File: config.mk
export PLATFORM = sky130hd
export DESIGN_NAME = aes_core_arbiter
export DESIGN_NICKNAME = d
export VERILOG_FILES = /design/src/rtl/aes_core_arbiter.sv
export SDC_FILE = /design/constraint.sdc
export NUM_CORES = 1
export LEC_CHECK = 0
export BUFFER_PORTS_ARGS = -buffer_cell sky130_fd_sc_hd__buf_2
export CAP_MARGIN = 5
export CORE_AREA = 4 4 250 252
export CTS_CLUSTER_DIAMETER = 120
export DETAILED_ROUTE_END_ITERATION = 8
export DIE_AREA = 0 0 254 256
export HOLD_SLACK_MARGIN = 0.06
export PLACE_DENSITY = 0.43
export SLEW_MARGIN = 20
export SYNTH_ARGS = -nofsm -noshare
export SYNTH_HDL_FRONTEND = slang
export SYNTH_SLANG_ARGS = --single-unit
File: constraint.sdc
create_clock -name clk -period 3.85 [get_ports clk]
set_clock_uncertainty 0.1 [all_clocks]
set_input_delay 0.5775 -clock clk [delete_from_list [all_inputs] [get_ports clk]]
set_output_delay 0.5775 -clock clk [all_outputs]
set_load 0.1 [all_outputs]
File: src/rtl/aes_core_arbiter.sv
// Round-robin arbiter/sequencer sharing one AES core between two requesters,
// with scope trigger generation and start/finish watchdogs.
module aes_core_arbiter #(
  parameter int START_WAIT  = 4,
  parameter int TIMEOUT_CYC = 64
) (
  input  logic         clk,
  input  logic         rst_n,
  input  logic [1:0]   req_i,
  input  logic [127:0] data0_i,
  input  logic [127:0] data1_i,
  output logic [1:0]   gnt_o,
  output logic [1:0]   done_o,
  output logic         err_o,
  output logic [127:0] result_o,
  output logic         busy_o,
  output logic         trig_o,
  output logic         aes_load_o,
  output logic [127:0] aes_data_o,
  input  logic         aes_busy_i,
  input  logic [127:0] aes_data_i
);

  localparam int CNT_MAX = (START_WAIT > TIMEOUT_CYC) ? START_WAIT : TIMEOUT_CYC;
  localparam int CW      = $clog2(CNT_MAX + 1);

  typedef enum logic [2:0] {
    IDLE,
    LOAD,
    START,
    RUN,
    DONE
  } state_e;

  state_e         state_q;
  logic [CW-1:0]  cnt_q;
  logic [CW-1:0]  cnt_d;
  logic           last_q;
  logic           err_q;
  logic           errOut_q;
  logic           trig_q;
  logic           load_q;
  logic           busy_q;
  logic [1:0]     gnt_q;
  logic [1:0]     done_q;
  logic [127:0]   result_q;
  logic [127:0]   aesData_q;
  logic           grantB_d;

  // B wins when it is the only requester, or on a tie when A was served last.
  always_comb begin
    grantB_d = (req_i == 2'b10) || ((req_i == 2'b11) && !last_q);
    cnt_d    = (cnt_q == CW'(CNT_MAX)) ? cnt_q : cnt_q + 1'b1;
  end

  always_ff @(posedge clk) begin
    if (!rst_n) begin
      state_q   <= IDLE;
      cnt_q     <= '0;
      last_q    <= 1'b1;
      err_q     <= 1'b0;
      errOut_q  <= 1'b0;
      trig_q    <= 1'b0;
      load_q    <= 1'b0;
      busy_q    <= 1'b0;
      gnt_q     <= 2'b00;
      done_q    <= 2'b00;
      result_q  <= '0;
      aesData_q <= '0;
    end else begin
      gnt_q  <= 2'b00;
      done_q <= 2'b00;
      case (state_q)
        IDLE: begin
          if (|req_i) begin
            gnt_q     <= grantB_d ? 2'b10 : 2'b01;
            aesData_q <= grantB_d ? data1_i : data0_i;
            load_q    <= 1'b1;
            trig_q    <= 1'b1;
            busy_q    <= 1'b1;
            err_q     <= 1'b0;
            last_q    <= grantB_d;
            state_q   <= LOAD;
          end
        end
        LOAD: begin
          load_q  <= 1'b0;
          cnt_q   <= '0;
          state_q <= START;
        end
        START: begin
          if (aes_busy_i) begin
            cnt_q   <= '0;
            state_q <= RUN;
          end else if (cnt_q == CW'(START_WAIT)) begin
            err_q   <= 1'b1;
            trig_q  <= 1'b0;
            state_q <= DONE;
          end else begin
            cnt_q <= cnt_d;
          end
        end
        RUN: begin
          if (!aes_busy_i) begin
            result_q <= aes_data_i;
            err_q    <= 1'b0;
            trig_q   <= 1'b0;
            state_q  <= DONE;
          end else if (cnt_q == CW'(TIMEOUT_CYC)) begin
            err_q   <= 1'b1;
            trig_q  <= 1'b0;
            state_q <= DONE;
          end else begin
            cnt_q <= cnt_d;
          end
        end
        DONE: begin
          done_q   <= last_q ? 2'b10 : 2'b01;
          errOut_q <= err_q;
          busy_q   <= 1'b0;
          state_q  <= IDLE;
        end
        default: state_q <= IDLE;
      endcase
    end
  end

  assign gnt_o      = gnt_q;
  assign done_o     = done_q;
  assign err_o      = errOut_q;
  assign result_o   = result_q;
  assign busy_o     = busy_q;
  assign trig_o     = trig_q;
  assign aes_load_o = load_q;
  assign aes_data_o = aesData_q;

endmodule
==> qor.csv <==
metric,value,unit
hold_buffers,0,
crit_type,flip-flop to flip-flop,
ys_warn_count,0,
drive_gt1_frac,0.3889,
cts_setup_buffers,0,
pin_count,653,
cts_buffers,34,
design.die.area,65020,um2
wire_per_inst,17.27,um
fmax,402.1,MHz
row_count,90,
cp-start-kind,flip-flop,
layout_commonest_cell,buf_2,
final_cell_mix,"buf_2, dfxtp_1, nand2_1",
power_density,585.0,nW/um2
n_fill_cell,6641,
grt_pass1_wl,67190,um
power.leakage,0.007369,uW
path_clk_slew,0.06,ns
clk_latency,0.52,ns
fin_crit,2.487,ns
ys_top_cells_by_area,"dfxtp_1, mux2i_1, nand2_1, a211oi_1, a21oi_1",
hold_violations,0,
cts_max_path_buffers,3,
place_area,15030,um2
rsz0062_at_grt,false,
multi_input_area,4951,um2
drt_drc_violations_left,0,
hold_depth,3,
htreeDepth,2,
ctsResizeCount,0,
hold_class,input port to flip-flop,
yosysSeqAreaShare,0.5067,
synth_cells,1255,
synth-main-ff-cell,dfxtp_1,
synth_edf_count,0,
r2r_end,cnt_q[4],
fin_ws,1.363,ns
slew_headroom,0.3643,
fin_total_pwr,9501,uW
die_h,256,um
min_from,aes_data_i[84],
cp_max_fo,7,
place.gp.congestion,0.8008,
fin_util,0.2701,
outcome,completed,
grt_max_degree,129,
setup-tns-final,0,ns
first_global_vias,11084,
synth_top_area_cell,dfxtp_1,
wirelength,46250,um
drt_first_pass_iters,4,
end_kind,flip-flop,
synth_area,10900,um2
final_cell_area,16240,um2
seq_area,5525,um2
port_buffers,652,
overflow,0,
cts_root_buf,clkbuf_16,
start_util,0.1813,
synth_nets,1646,
ys_ff_latch,276,
nets,2250,
cts_tree,built,
finalSetupViolations,0,
r2r_slack,1.36,ns
tightest_slew,0.9512,ns
r2r-start,cnt_q[0],
hpwl,35740,um
cts.sinks,276,
routed_via_density,4.155,
drtIter0Drc,431,
synth_top_cell_area_share,0.5067,
grt_usage,0.1330,
syn_to_final_growth,48.95,%
async_reset_ff_frac,0,
reg2reg_depth,7,
antenna_left,0,
coreArea,60130,um2
cp.arrival,2.80,ns
cap_viol_max_count,0,
yosysUniqueCellTypes,44,
post-route-period-util,0.6460,
antenna_found_initial,26,
avgSynthCellArea,8.689,um2
pre_cts_ws,1.306,ns
required,4.16,ns
ir_worst_vdd,316.7,uV
route.vias.total,11127,
slew_viol_final,0,
whs_endpoint,result_o[84],
die_w,254,um
## cell families (layout without fill, tap and decap cells)
logic type,count (synthesis),after routing,synth area share
flops,276,276,0.5067
simple gates,449,449,0.1640
xor+xnor,1,1,0.0008034
mux,129,129,0.1185
buf+inv,112,742,0.04177
fa+ha+maj,2,2,0.002295
compound gates,286,286,0.1659
other cells,0,11,0
## layout make-up
type	instances	share of cell area
clock inverter	3	0.005547
clock buffer	59	0.06764
antenna	11	0.001695
multi-input combinational	867	0.3048
timing repair buffer	674	0.2180
inverter	6	0.001849
sequential	276	0.3402
tap	782	0.06024
## registers in the layout, indices dropped and copies added (netlist names)
signal / cells
err_q: 1
result_o: 128
last_q: 1
busy_o: 1
err_o: 1
trig_o: 1
done_o: 2
aes_load_o: 1
aes_data_o: 128
state_q: 3
cnt_q: 7
gnt_o: 2
## worst max-delay path: stages (launching register included)
cell	delay, ns
dfxtp_1	0.42
inv_1	0.06
ha_1	0.20
or4b_1	0.35
nor3_1	0.14
nor4_2	0.62
nor2_2	0.12
a221o_1	0.37
## through the flow
stage / hold WS, ns / std cells
floorplan: 0.3192 / 1255
global placement: 0.3380 / 2605
detailed placement: 0.3439 / 2605
CTS: 0.1364 / 2667
global route: 0.1591 / 2674
finish: 0.1866 / 2678
## how the worst max path moves through the flow
stage                          start  slack (ns)              end  cells after the start
final                       cnt_q[0]        1.36         cnt_q[4]                      7
after global placement    aes_busy_i        1.35     result_o[13]                      6
after global routing        cnt_q[0]        1.11         cnt_q[4]                      7
after floorplan             cnt_q[0]        1.69         cnt_q[4]                      8
after detailed placement    req_i[0]        1.31  aes_data_o[100]                      7
after CTS                   cnt_q[0]        1.35         cnt_q[4]                      7
## layer usage
metal / global-route usage / routed length (um) / share of wire / vias up
met5: 0 / 97 / 0.0021 / -
met4: 0.05258 / 1288 / 0.028 / 14
met3: 0.05172 / 4312 / 0.093 / 91
met2: 0.2381 / 23810 / 0.51 / 428
met1: 0.1394 / 16740 / 0.36 / 5051
li1: - / - / - / 5543
## Yosys cell counts, types with 2 or more instances
| cell | instances |
|---|---|
| nor3_1 | 10 |
| inv_1 | 5 |
| ha_1 | 2 |
| nand3_1 | 5 |
| o21a_1 | 2 |
| nand2b_1 | 4 |
| nor2b_1 | 3 |
| and3_1 | 2 |
| a21o_1 | 2 |
| a211oi_1 | 128 |
| buf_1 | 10 |
| nor4_1 | 2 |
| a21oi_1 | 135 |
| o31ai_1 | 2 |
| o211ai_1 | 2 |
| mux2i_1 | 128 |
| buf_2 | 28 |
| nand2_1 | 273 |
| clkbuf_1 | 68 |
| dfxtp_1 | 276 |
| a31oi_1 | 2 |
| nor2_1 | 141 |
| o2bb2ai_1 | 2 |
| o21ai_0 | 3 |
## where the power goes
part / internal (uW) / switching [uW]
clock network: 2130 / 1240
logic: 589 / 2320
registers: 3090 / 133
Note: power is estimated with default switching activity, not from simulation.
